File: config.mk
export PLATFORM = sky130hd
export DESIGN_NAME = xbar_write_port_scheduler
export DESIGN_NICKNAME = d
export VERILOG_FILES = /design/src/rtl/xbar_pkg.sv /design/src/rtl/xbar_order_fifo.sv /design/src/rtl/xbar_write_port_scheduler.sv
export SDC_FILE = /design/constraint.sdc
export NUM_CORES = 1
export LEC_CHECK = 0
export CAP_MARGIN = 20
export CORE_MARGIN = 8
export CORE_UTILIZATION = 47
export CTS_BUF_LIST = sky130_fd_sc_hd__clkbuf_2 sky130_fd_sc_hd__clkbuf_4 sky130_fd_sc_hd__clkbuf_8
export CTS_CLUSTER_DIAMETER = 30
export DETAILED_ROUTE_END_ITERATION = 16
export PLACE_DENSITY = 0.86
export REMOVE_ABC_BUFFERS = 1
export SLEW_MARGIN = 5
export SYNTH_ARGS = -nofsm -noshare
export SYNTH_HDL_FRONTEND = slang
export SYNTH_HIERARCHICAL = 1
export SYNTH_SLANG_ARGS = --single-unit
File: constraint.sdc
create_clock -name ACLK -period 8.8 [get_ports ACLK]
set_input_delay 2.2 -clock ACLK [delete_from_list [all_inputs] [get_ports ACLK]]
set_output_delay 2.2 -clock ACLK [all_outputs]
set_load 0.05 [all_outputs]
File: src/rtl/xbar_pkg.sv
// Shared types and helpers for the crossbar write-port scheduler.
package xbar_pkg;

   // Order entries use fixed-width fields so one packed type serves every
   // parameterisation (up to 256 masters and 8-bit burst lengths).
   localparam int ORD_MST_W = 8;
   localparam int ORD_LEN_W = 8;

   // One granted write: which master owns it and how many beats minus one.
   typedef struct packed {
      logic [ORD_MST_W-1:0] master;
      logic [ORD_LEN_W-1:0] len;
   } order_entry_t;

   // Width of an AW payload {ID, ADDR, LEN, SIZE, BURST}.
   function automatic int aw_width(input int id_w, input int addr_w,
                                   input int len_w, input int size_w);
      return id_w + addr_w + len_w + size_w + 2;
   endfunction

   // Width of a W payload {WDATA, WSTRB, WLAST}.
   function automatic int w_width(input int data_w, input int strb_w);
      return data_w + strb_w + 1;
   endfunction

   // Slave-side ID: {zero pad, master index, original ID}. Caller truncates.
   function automatic logic [63:0] pack_ext_id(input logic [31:0] id,
                                                input logic [31:0] master,
                                                input int id_w);
      return (64'(master) << id_w) | 64'(id);
   endfunction

endpackage

File: src/rtl/xbar_order_fifo.sv
// Single-clock FIFO holding the AW grant order; DEPTH must be a power of two.
module xbar_order_fifo #(
   parameter int WIDTH = 16,
   parameter int DEPTH = 4
)(
   input  logic             clk_i,
   input  logic             rst_i,
   input  logic             push_i,
   input  logic [WIDTH-1:0] push_data_i,
   input  logic             pop_i,
   output logic [WIDTH-1:0] head_o,
   output logic             full_o,
   output logic             empty_o
);

   localparam int PW = (DEPTH > 1) ? $clog2(DEPTH) : 1;
   localparam logic [PW:0] FULL_CNT = (PW + 1)'(DEPTH);

   logic [WIDTH-1:0] mem_q [DEPTH];
   logic [PW-1:0]    wr_ptr_q;
   logic [PW-1:0]    rd_ptr_q;
   logic [PW:0]      count_q;
   logic             do_push;
   logic             do_pop;

   assign do_push = push_i & ~full_o;
   assign do_pop  = pop_i & ~empty_o;
   assign full_o  = (count_q == FULL_CNT);
   assign empty_o = (count_q == '0);
   assign head_o  = mem_q[rd_ptr_q];

   // Entry storage written at the tail.
   // NOTE: storage is not reset; count_q alone decides which entries are valid.
   always_ff @(posedge clk_i) begin
      if (do_push) mem_q[wr_ptr_q] <= push_data_i;
   end

   // Pointers and occupancy; pointers wrap naturally because DEPTH is 2^PW.
   // NOTE: clocked state uses non-blocking assignments so every register
   // samples the pre-edge values regardless of statement order.
   always_ff @(posedge clk_i) begin
      if (rst_i) begin
         wr_ptr_q <= '0;
         rd_ptr_q <= '0;
         count_q  <= '0;
      end else begin
         if (do_push) wr_ptr_q <= wr_ptr_q + 1'b1;
         if (do_pop)  rd_ptr_q <= rd_ptr_q + 1'b1;
         case ({do_push, do_pop})
            2'b10:   count_q <= count_q + 1'b1;
            2'b01:   count_q <= count_q - 1'b1;
            default: ;
         endcase
      end
   end

endmodule

File: src/rtl/xbar_write_port_scheduler.sv
// Arbitrates AW requests from several masters onto one slave port, extends
// the ID with the master index, and steers W beats in grant order.
module xbar_write_port_scheduler
   import xbar_pkg::*;
#(
   parameter int MASTERS         = 2,
   parameter int ID_WIDTH        = 4,
   parameter int IDS_WIDTH       = ID_WIDTH + $clog2(MASTERS),
   parameter int ADDR_WIDTH      = 32,
   parameter int LEN_WIDTH       = 4,
   parameter int SIZE_WIDTH      = 3,
   parameter int DATA_WIDTH      = 32,
   parameter int STRB_WIDTH      = DATA_WIDTH / 8,
   parameter int MAX_OUTSTANDING = 4,
   localparam int AW_W  = aw_width(ID_WIDTH, ADDR_WIDTH, LEN_WIDTH, SIZE_WIDTH),
   localparam int W_W   = w_width(DATA_WIDTH, STRB_WIDTH),
   localparam int AWS_W = AW_W - ID_WIDTH + IDS_WIDTH,
   localparam int OW    = $clog2(MAX_OUTSTANDING) + 1
)(
   input  logic                      ACLK,
   input  logic                      ARESET,
   input  logic [MASTERS-1:0]        m_awvalid,
   output logic [MASTERS-1:0]        m_awready,
   input  logic [MASTERS*AW_W-1:0]   m_awpayload,
   input  logic [MASTERS-1:0]        m_wvalid,
   output logic [MASTERS-1:0]        m_wready,
   input  logic [MASTERS*W_W-1:0]    m_wpayload,
   output logic                      AWVALID_S,
   input  logic                      AWREADY_S,
   output logic [AWS_W-1:0]          AWPAYLOAD_S,
   output logic                      WVALID_S,
   input  logic                      WREADY_S,
   output logic [W_W-1:0]            WPAYLOAD_S,
   input  logic                      BVALID_S,
   output logic                      BREADY_S,
   output logic [OW-1:0]             outstanding,
   output logic                      err_wlast,
   output logic                      err_b_unexp
);

   localparam int MW     = $clog2(MASTERS);
   localparam int REST_W = AW_W - ID_WIDTH;
   localparam logic [OW-1:0] MAX_OUT = OW'(MAX_OUTSTANDING);

   logic [MW-1:0]        rr_ptr_q, rr_ptr_d;
   logic                 aw_valid_q;
   logic [AWS_W-1:0]     aw_payload_q;
   logic [OW-1:0]        out_q;
   logic [LEN_WIDTH-1:0] beat_q;
   logic                 err_wlast_q, err_b_q;

   logic                 grant_found, can_grant, grant;
   logic [MW-1:0]        grant_idx;
   logic [AW_W-1:0]      sel_aw;
   logic [IDS_WIDTH-1:0] ext_id;
   order_entry_t         push_entry, head_entry;
   logic                 fifo_full, fifo_empty, fifo_pop;
   logic [MW-1:0]        head_mst;
   logic [LEN_WIDTH-1:0] head_len;
   logic [W_W-1:0]       head_w;
   logic                 w_hs, last_beat;

   // Round-robin search for the first requester starting at the pointer.
   // NOTE: every always_comb output gets a default first so no latch is inferred.
   always_comb begin
      grant_found = 1'b0;
      grant_idx   = '0;
      for (int k = 0; k < MASTERS; k++) begin
         if (!grant_found && m_awvalid[(int'(rr_ptr_q) + k) % MASTERS]) begin
            grant_found = 1'b1;
            grant_idx   = MW'((int'(rr_ptr_q) + k) % MASTERS);
         end
      end
   end

   // Grant only when the AW slot frees up this cycle and both the order
   // queue and the outstanding budget have room; never while in reset.
   assign can_grant = ~ARESET & (~aw_valid_q | AWREADY_S) & ~fifo_full &
                      (out_q < MAX_OUT);
   assign grant     = can_grant & grant_found;
   assign rr_ptr_d  = (int'(grant_idx) == MASTERS - 1) ? '0 : grant_idx + 1'b1;

   // One-hot AW accept toward the granted master.
   always_comb begin
      m_awready = '0;
      if (grant) m_awready[grant_idx] = 1'b1;
   end

   assign sel_aw = m_awpayload[grant_idx*AW_W +: AW_W];
   assign ext_id = IDS_WIDTH'(pack_ext_id(32'(sel_aw[AW_W-1 -: ID_WIDTH]),
                                          32'(grant_idx), ID_WIDTH));
   assign push_entry = '{master: ORD_MST_W'(grant_idx),
                         len:    ORD_LEN_W'(sel_aw[SIZE_WIDTH+2 +: LEN_WIDTH])};

   xbar_order_fifo #(
      .WIDTH ($bits(order_entry_t)),
      .DEPTH (MAX_OUTSTANDING)
   ) u_order_fifo (
      .clk_i       (ACLK),
      .rst_i       (ARESET),
      .push_i      (grant),
      .push_data_i (push_entry),
      .pop_i       (fifo_pop),
      .head_o      (head_entry),
      .full_o      (fifo_full),
      .empty_o     (fifo_empty)
   );

   // W steering follows the oldest granted burst; nothing passes when idle.
   assign head_mst   = fifo_empty ? '0 : MW'(head_entry.master);
   assign head_len   = LEN_WIDTH'(head_entry.len);
   assign head_w     = m_wpayload[head_mst*W_W +: W_W];
   assign WVALID_S   = m_wvalid[head_mst] & ~fifo_empty;
   assign WPAYLOAD_S = head_w;
   assign w_hs       = WVALID_S & WREADY_S;
   assign last_beat  = (beat_q == head_len);
   assign fifo_pop   = w_hs & last_beat;

   // W accept goes only to the head master.
   always_comb begin
      m_wready = '0;
      if (!fifo_empty) m_wready[head_mst] = WREADY_S;
   end

   assign AWVALID_S   = aw_valid_q;
   assign AWPAYLOAD_S = aw_payload_q;
   assign BREADY_S    = 1'b1;
   assign outstanding = out_q;
   assign err_wlast   = err_wlast_q;
   assign err_b_unexp = err_b_q;

   // AW output register: loads on grant, holds until the slave accepts.
   always_ff @(posedge ACLK) begin
      if (ARESET) begin
         aw_valid_q   <= 1'b0;
         aw_payload_q <= '0;
         rr_ptr_q     <= '0;
      end else if (grant) begin
         aw_valid_q   <= 1'b1;
         aw_payload_q <= {ext_id, sel_aw[REST_W-1:0]};
         rr_ptr_q     <= rr_ptr_d;
      end else if (AWREADY_S) begin
         aw_valid_q   <= 1'b0;
      end
   end

   // Beat counter: burst ends on the counted beat; WLAST is only cross-checked.
   always_ff @(posedge ACLK) begin
      if (ARESET) begin
         beat_q      <= '0;
         err_wlast_q <= 1'b0;
      end else if (w_hs) begin
         beat_q <= last_beat ? '0 : beat_q + 1'b1;
         if (head_w[0] != last_beat) err_wlast_q <= 1'b1;
      end
   end

   // Outstanding count: +1 per grant, -1 per B, floored at zero.
   always_ff @(posedge ACLK) begin
      if (ARESET) begin
         out_q   <= '0;
         err_b_q <= 1'b0;
      end else begin
         if (BVALID_S && out_q == '0) err_b_q <= 1'b1;
         if (grant && !BVALID_S)                      out_q <= out_q + 1'b1;
         else if (BVALID_S && !grant && out_q != '0)  out_q <= out_q - 1'b1;
      end
   end

endmodule

==> metrics, run 1 <==
outcome=finished clean; Die ar.=12,500 um^2; Crit path arrival time=4590 ps; Worst-path clk slew=80 ps; clk buf depth=2; grt met3 use=12.7%; Final ANT Viol Nets=0; I/O Buffers=266; Core ar.=9110 um^2; max-cap violations=0; Crit. End Element=output port; final WL=17,500 um; gr ovfl total=0; Inst Count DP=801; hold_buf cts=0; Placer Congestion=0.975; post-route worst setup slack=2010 ps; crit path max fanout=47; nets=882; Max VDD drop=0.000123 V; area growth from synthesis to layout=66.6%; FMAX=147 MHz; Cell Pwr Density=192 nW/um^2; CTS Sinks=86; Min-Delay Path Class=reg -> reg; Total GRT Usage=27.2%; vias per cell=5.36; Gate Count Post-Synth=454; hpwl dp=13,900 um; WP data required=6600 ps; later-pin clock latency in the skew report=360 ps; pre-CTS setup slack=2030 ps; GRT busiest layer=met2; Worst Skew=13.0 ps; CTS tree=built; kind of critical path=in -> out; max-slew violation count=0; largest net degree at the start of global routing=88; Syn Area/Cell=9.53 um^2; Rows=35; DR iter-0 viols=281; Synth Warn #=6; Routed WL per cell=21.3 um; Worst Hold Slack=500 ps; die width=112 um; DRC=0; met2 Usage GRT=48.1%; first-pass GRT wire length=26,300 um; worst-margin pin slew=1010 ps; leak pwr=2.64 nW; drt first pass iters=5; I/O pins=268; Slew headroom=32.6%; total power=1.38 mW; vias post-DR=4,414; Die H=112 um; final std cells w/o fill=823; endpoints failing setup=0; postcts setup bufs=0; minimum clock period=6790 ps; Initial Util=47.5%; RSZ-0062 raised after global routing=no; Final period util=77.2%; final hold vios=0; post-cts repair resize count=0; initial antenna violation count=6; total CTS buffers=9; startpoint types=input port; vias in the first global route=4,688; final core occ=79.1%; met1 Use GR=26.0%; Netlist Area Pre-Place=4330 um^2; share of cells above drive strength 1=10.9%; CTS root buffer=clkbuf_8; CTS H-tree lvls=3
==> worst max-delay path: stages <==
cell and delay, ps:
clkdlybuf4s50_1 560, inv_1 100, o21ai_4 110, buf_4 440, clkinv_1 190, nor2_1 160
clkdlybuf4s50_1 830
==> per-stage QoR <==
stage / area (um^2) / setup TNS (ps)
global route: 7210 / 0
finish: 7210 / 0
global placement: 6990 / 0
CTS: 7190 / 0
detailed placement: 6990 / 0
floorplan: 4150 / -1070
==> layout make-up <==
| type | count | area, um^2 |
|---|---|---|
| clock buffer | 10 | 131 |
| timing repair buffer | 270 | 2690 |
| sequential | 86 | 1920 |
| antenna | 6 | 15.0 |
| fill | 591 | 1900 |
| tap | 111 | 139 |
| multi-input combinational | 320 | 2190 |
| clock inverter | 6 | 70.1 |
| inverter | 14 | 52.6 |
==> registers in the layout, summed over array words and instances, names as in the netlist, named ones only <==
signal / flops
AWVALID_S: 1
err_b_unexp: 1
rr_ptr_q: 1
u_order_fifo/mem_q: 20
u_order_fifo/count_q: 3
AWPAYLOAD_S: 46
u_order_fifo/rd_ptr_q: 2
u_order_fifo/wr_ptr_q: 2
outstanding: 3
err_wlast: 1
beat_q: 4
==> worst paths after layout <==
check                                              from                 endpoint  slack (ps)  depth (start not counted)
worst min-delay path                    AWPAYLOAD_S[17]          AWPAYLOAD_S[17]         500                          2
worst max register to register  u_order_fifo/count_q[2]  u_order_fifo/count_q[2]        5200                         14
worst max-delay path                       m_awvalid[0]             m_awready[0]        2010                          7
worst min register to register          AWPAYLOAD_S[17]          AWPAYLOAD_S[17]         500                          2
==> report_power, final <==
| group | internal [mW] | switching [mW] |
|---|---|---|
| registers | 0.450 | 0.0302 |
| clock network | 0.136 | 0.145 |
| logic | 0.248 | 0.372 |
==> layout by cell type, fill, tap and decap left out, types with 3 or more instances in the layout <==
cell / instances
nor2b_1: 5
inv_1: 11
clkdlybuf4s50_1: 265
xor2_1: 3
a21oi_1: 8
mux2i_1: 3
nor2_1: 58
buf_4: 4
or3_1: 3
a31oi_1: 3
nor3_1: 3
dfxtp_1: 66
nand2b_1: 7
and2_1: 5
nand2_1: 90
o21ai_0: 4
a311oi_1: 41
edfxtp_1: 20
xnor2_1: 5
mux2_2: 47
mux4_1: 4
diode_2: 6
clkinvlp_4: 3
nand3_1: 6
nand3b_1: 3
ha_1: 6
clkbuf_8: 9
==> routing by layer <==
metal,vias to the layer above,routed length (um)
li1,2099,-
met1,2072,5940
met2,219,9000
met3,24,2050
met4,0,499
met5,-,0
Power figures use the tool's default switching activity.
==> run 2: changes to the inputs <==
--- a/config.mk
+++ b/config.mk
@@ -7,11 +7,11 @@
 export LEC_CHECK = 0
 export CAP_MARGIN = 20
 export CORE_MARGIN = 8
-export CORE_UTILIZATION = 47
+export CORE_UTILIZATION = 39
 export CTS_BUF_LIST = sky130_fd_sc_hd__clkbuf_2 sky130_fd_sc_hd__clkbuf_4 sky130_fd_sc_hd__clkbuf_8
 export CTS_CLUSTER_DIAMETER = 30
 export DETAILED_ROUTE_END_ITERATION = 16
-export PLACE_DENSITY = 0.86
+export PLACE_DENSITY = 0.76
 export REMOVE_ABC_BUFFERS = 1
 export SLEW_MARGIN = 5
 export SYNTH_ARGS = -nofsm -noshare
==> constraint.sdc (replaced) <==
create_clock -name ACLK -period 5.7 [get_ports ACLK]
set_input_delay 1.425 -clock ACLK [delete_from_list [all_inputs] [get_ports ACLK]]
set_output_delay 1.425 -clock ACLK [all_outputs]
set_load 0.05 [all_outputs]
==> run 2 against run 1 <==
Compared with the run above:
- register-to-register slack got worse by 2800 ps
- hold slack worse by 21 ps
- sequential power increased by 54%
- critical path depth down 3
- flip-flop and latch count stayed put
- non-clock buffer count stayed put
- wire length shrank 7.7%
- total power grew 55%
- via count shrank 1.6%
- sequential share of layout area shrank 0.21 points
- clock power rose by 64%
- cell count up 3.5%
- critical endpoint is now m_awready[1]
- largest cell class unchanged
==> metrics, run 2 (synthesis gave the netlist of run 1 again) <==
outcome=finished clean (unchanged); Worst Skew=7.41 ps (was 13.0 ps); leak pwr=2.66 nW (was 2.64 nW); Min-Delay Path Class=reg -> reg (unchanged); layout filler cell count=855 (was 591); share of cells above drive strength 1=10.9% (unchanged); DRC=0 (unchanged); first-pass GRT wire length=24,300 um (was 26,300 um); CTS H-tree lvls=3 (unchanged); vias post-DR=4,343 (was 4,414); die width=121 um (was 112 um); hold_buf cts=0 (unchanged); vias in the first global route=4,384 (was 4,688); I/O pins=268 (unchanged); area growth from synthesis to layout=67.9% (was 66.6%); post-cts repair resize count=0 (unchanged); max reg flops=46 (unchanged); Initial Util=39.9% (was 47.5%); startpoint types=input port (unchanged); final WL=16,200 um (was 17,500 um); Crit path arrival time=3320 ps (was 4590 ps); I/O Buffers=266 (unchanged); CTS Sinks=86 (unchanged); Cell Pwr Density=295 nW/um^2 (was 192 nW/um^2); Total GRT Usage=21.3% (was 27.2%); max-slew violation count=0 (unchanged); Worst-path clk slew=80 ps (about the same); largest net degree at the start of global routing=84 (was 88); later-pin clock latency in the skew report=350 ps (was 360 ps); initial antenna violation count=7 (was 6); CTS root buffer=clkbuf_8 (unchanged); gr ovfl total=0 (unchanged); CTS tree=built (unchanged); Rows=38 (was 35); design area=7270 um^2 (was 7210 um^2); nets=882 (unchanged); Slew headroom=32.9% (was 32.6%); max-cap violations=0 (unchanged); Die ar.=14,700 um^2 (was 12,500 um^2); most frequent cells in the layout=clkdlybuf4s50_1, nand2_1, dfxtp_1 (unchanged); vias per cell=5.10 (was 5.36); Placer Congestion=0.885 (was 0.975); FMAX=211 MHz; postcts setup bufs=0 (unchanged); hpwl dp=13,100 um (was 13,900 um); Die H=121 um (was 112 um); Max VDD drop=0.000173 V (was 0.000123 V); commonest non-fill, non-tap cell in the layout=clkdlybuf4s50_1 (unchanged); clk buf depth=2 (unchanged); dpl cell area=7040 um^2 (was 6990 um^2); drt first pass iters=4 (was 5); endpoints failing setup=0 (unchanged); minimum clock period=4750 ps; Final period util=83.3%; Crit. End Element=output port (unchanged); Final ANT Viol Nets=0 (unchanged); final setup TNS=0 ps (unchanged); crit path max fanout=10 (was 47); Core ar.=10,800 um^2 (was 9110 um^2); RSZ-0062 raised after global routing=no (unchanged); total CTS buffers=9 (unchanged); DR iter-0 viols=131 (was 281); kind of critical path=in -> out (unchanged); WP data required=4280 ps (was 6600 ps); Routed WL per cell=19.0 um (was 21.3 um); final hold vios=0 (unchanged); worst-margin pin slew=1000 ps (was 1010 ps)
-- run 2: cell types whose count changed in the layout (fill, tap and decap cells not counted) --
| cell | delta |
|---|---|
| bufinv_16 | +1 |
| clkdlybuf4s50_1 | -1 |
| clkinv_1 | +1 |
| clkinvlp_4 | -3 |
| clkinv_4 | -1 |
| clkbuf_4 | +1 |
| clkinv_2 | +2 |
| inv_6 | -1 |
| buf_12 | +1 |
-- run 2: area by class of cell --
cell class | count | area, um^2 | area share (%)
antenna | 6 | 15.0 | 0.207
clock buffer | 11 | 139 | 1.91
clock inverter | 5 | 73.8 | 1.02
inverter | 14 | 52.6 | 0.723
multi-input combinational | 320 | 2190 | 30.2
sequential | 86 | 1920 | 26.4
tap | 140 | 175 | 2.41
timing repair buffer | 270 | 2700 | 37.1
-- run 2: stage by stage --
stage                     setup WS [ps]  power [mW]  hold WS [ps]  instances  util [%]
final                               952        2.14           479        852      67.0
after global routing                863        2.25           505        852      67.0
after CTS                           933        2.17           486        846      66.9
after detailed placement            936        1.70           458        830      64.9
after global placement              968        1.69           453        830      64.9
after floorplan                   -2620        1.32           422        420         -
-- run 2: critical path: stages --
cell and delay [ps]:
clkdlybuf4s50_1 590, o2111ai_4 270, nor2_1 210, clkdlybuf4s50_1 830
-- run 2: final timing paths --
path | start | endpoint | slack (ps) | depth (start not counted)
worst max-delay path | m_awvalid[1] | m_awready[1] | 950 | 4
worst max register to register | register | u_order_fifo/count_q[2] | 2410 | 12
worst min register to register | err_b_unexp | err_b_unexp | 480 | 2
worst min-delay path | err_b_unexp | err_b_unexp | 480 | 2
-- run 2: metal layers --
layer | wire [um] | vias up | track usage (%)
met4 | 326 | 2 | 9.79
met2 | 8100 | 218 | 37.8
met3 | 2240 | 22 | 12.8
met5 | 12 | - | 0
met1 | 5470 | 2012 | 19.0
li1 | - | 2089 | -
-- run 2: power breakdown --
group | internal, mW | switching, mW | leakage, nW
combinational | 0.384 | 0.560 | 1.82
clock | 0.254 | 0.206 | 0.112
sequential | 0.695 | 0.0443 | 0.726
total | 1.33 | 0.810 | 2.66
==> run 3: changes to the inputs <==
==> constraint.sdc (replaced) <==
create_clock -name ACLK -period 4.3 [get_ports ACLK]
set_input_delay 1.075 -clock ACLK [delete_from_list [all_inputs] [get_ports ACLK]]
set_output_delay 1.075 -clock ACLK [all_outputs]
set_load 0.05 [all_outputs]
==> run 3 against run 2 <==
Compared with the run above:
- worst setup slack worse by 630 ps
- non-clock buffer count up 4
- count of clock-buffer cells in the layout down 2
- combinational power up 33%
- core utilization up 0.17 points
- clock power up 27%
- largest cell class unchanged
==> metrics, run 3 (synthesis gave the netlist of run 1 again) <==
layout filler cell count=896 (was 855); outcome=finished clean (unchanged); Rows=38 (unchanged); CTS root buffer=clkbuf_8 (unchanged); final setup TNS=0 ps (unchanged); Worst-path clk slew=90 ps (was 80 ps); DRC=0 (unchanged); CP max-delay cell=clkdlybuf4s50_1 (unchanged); hold_buf cts=0 (unchanged); Worst Hold Slack=488 ps (was 479 ps); worst path cell trace=mux4_2 > nor2b_4 > buf_4 > mux2_2 > clkdlybuf4s50_1 (was clkdlybuf4s50_1 > o2111ai_4 > nor2_1 > clkdlybuf4s50_1); Slew headroom=45.6% (was 32.9%); hpwl dp=13,400 um (was 13,100 um); worst-margin pin slew=816 ps (was 1000 ps); Cell Pwr Density=388 nW/um^2 (was 295 nW/um^2); Min-Delay Path Class=reg -> reg (unchanged); vias in the first global route=4,582 (was 4,384); dpl cell area=7060 um^2 (was 7040 um^2); post-route worst setup slack=317 ps (was 952 ps); final hold vios=0 (unchanged); Worst Skew=8.47 ps (was 7.41 ps); Switching Fraction=39.4% (was 37.8%); postcts setup bufs=0 (unchanged); most frequent cells in the layout=clkdlybuf4s50_1, nand2_1, dfxtp_1 (unchanged); initial antenna violation count=7 (unchanged); Total GRT Usage=22.0% (was 21.3%); hold wc startpoint=err_b_unexp (unchanged); Crit. End Element=output port (unchanged); die width=121 um (unchanged); leak pwr=2.67 nW (was 2.66 nW); Die ar.=14,700 um^2 (unchanged); final WL=16,700 um (was 16,200 um); crit path max fanout=15 (was 10); Placer Congestion=0.951 (was 0.885); final core occ=67.2% (was 67.0%); Combinational Power Share=44.7% (was 44.1%); startpoint types=register (was input port); kind of critical path=reg -> out (was in -> out); Final period util=92.6%; Sequential Power Share=34.7% (was 34.5%); Initial Util=39.9% (unchanged); drt first pass iters=4 (unchanged); pre-CTS setup slack=475 ps (was 936 ps); I/O pins=268 (unchanged); gr ovfl total=0 (unchanged); CTS tree=built (unchanged); I/O Buffers=266 (unchanged); Crit path arrival time=2910 ps (was 3320 ps); endpoints failing setup=0 (unchanged); clock share of power=20.6% (was 21.5%); CP top delay family=buffers and inverters (unchanged); largest net degree at the start of global routing=86 (was 84); max-cap violations=0 (unchanged); Internal=1.71 mW (was 1.33 mW); Final ANT Viol Nets=0 (unchanged); Routed WL per cell=19.5 um (was 19.0 um); FMAX=251 MHz; vias per cell=5.09 (was 5.10); later-pin clock latency in the skew report=360 ps (was 350 ps); Die H=121 um (unchanged); total CTS buffers=9 (unchanged); Max VDD drop=0.000204 V (was 0.000173 V); CTS Sinks=86 (unchanged); CTS H-tree lvls=3 (unchanged); share of cells above drive strength 1=11.7% (was 10.9%); DR iter-0 viols=196 (was 131); commonest non-fill, non-tap cell in the layout=clkdlybuf4s50_1 (unchanged); vias post-DR=4,357 (was 4,343); max reg flops=46 (unchanged); Core ar.=10,800 um^2 (unchanged); WP data required=3220 ps (was 4280 ps); first-pass GRT wire length=25,000 um (was 24,300 um); post-cts repair resize count=0 (unchanged); minimum clock period=3980 ps; RSZ-0062 raised after global routing=no (unchanged); max-slew violation count=0 (unchanged); Bufs and invs on worst path=2 (unchanged); Switching Power=1.12 mW (was 0.810 mW); nets=886 (was 882); area growth from synthesis to layout=68.3% (was 67.9%); CP max stage delay=830 ps (about the same); clk buf depth=2 (unchanged); design area=7290 um^2 (was 7270 um^2)
run 3: cell count changes in the layout (fill, tap and decap cells not counted), sizes merged:
cell / previous run / this run
inv: 13 / 16
buf: 6 / 11
bufinv: 2 / 1
clkbuf: 11 / 9
clkdlybuf4s50: 264 / 263
clkinv: 4 / 2
clkinvlp: 0 / 2
run 3: worst reg2reg max path, cell delays in order (launching register included):
cell and delay [ps]:
dfxtp_1 480, mux4_2 600, mux2i_1 210, or2_2 360, nor2_1 170, o31ai_1 120, inv_1 70, ha_1 180
inv_1 60, fa_1 380, xor2_1 170, or3_1 300, a21oi_1 150
run 3: cell type report:
class	instances	area, um^2	area share [%]
Timing Repair Buffer	274	2730	37.4
Clock inverter	7	80.1	1.10
Tap cell	140	175	2.40
Multi-Input combinational cell	320	2190	30.1
Antenna cell	6	15.0	0.206
Sequential cell	86	1920	26.4
Inverter	14	52.6	0.721
Clock buffer	9	124	1.70
run 3: power by group through the flow:
| stage | clock network, mW | logic (mW) | registers, mW |
|---|---|---|---|
| final | 0.584 | 1.26 | 0.981 |
| after global routing | 0.635 | 1.34 | 0.994 |
| after CTS | 0.600 | 1.27 | 0.981 |
| after detailed placement | 0 | 1.27 | 0.999 |
| after global placement | 0 | 1.25 | 0.993 |
| after floorplan | 0 | 0.513 | 1.24 |
run 3: path summary, 6_finish.rpt:
kind                                  end  slack [ps]  depth (start not counted)
setup / recovery            WPAYLOAD_S[0]         320                          5
hold / removal                err_b_unexp         490                          2
setup reg to reg  u_order_fifo/count_q[2]         990                         12
hold reg to reg               err_b_unexp         490                          2
run 3: per-layer routing:
layer | GRT usage (%) | vias up | wire length [um]
met4 | 12.3 | 2 | 434
met2 | 38.8 | 235 | 8440
met3 | 11.4 | 22 | 2250
met5 | 0 | - | 12
li1 | - | 2103 | -
met1 | 19.9 | 1995 | 5510
run 3: per-stage QoR:
step                instances  power (mW)
global placement          833        2.24
floorplan                 420        1.76
detailed placement        833        2.27
finish                    856        2.83
CTS                       849        2.85
global route              856        2.97
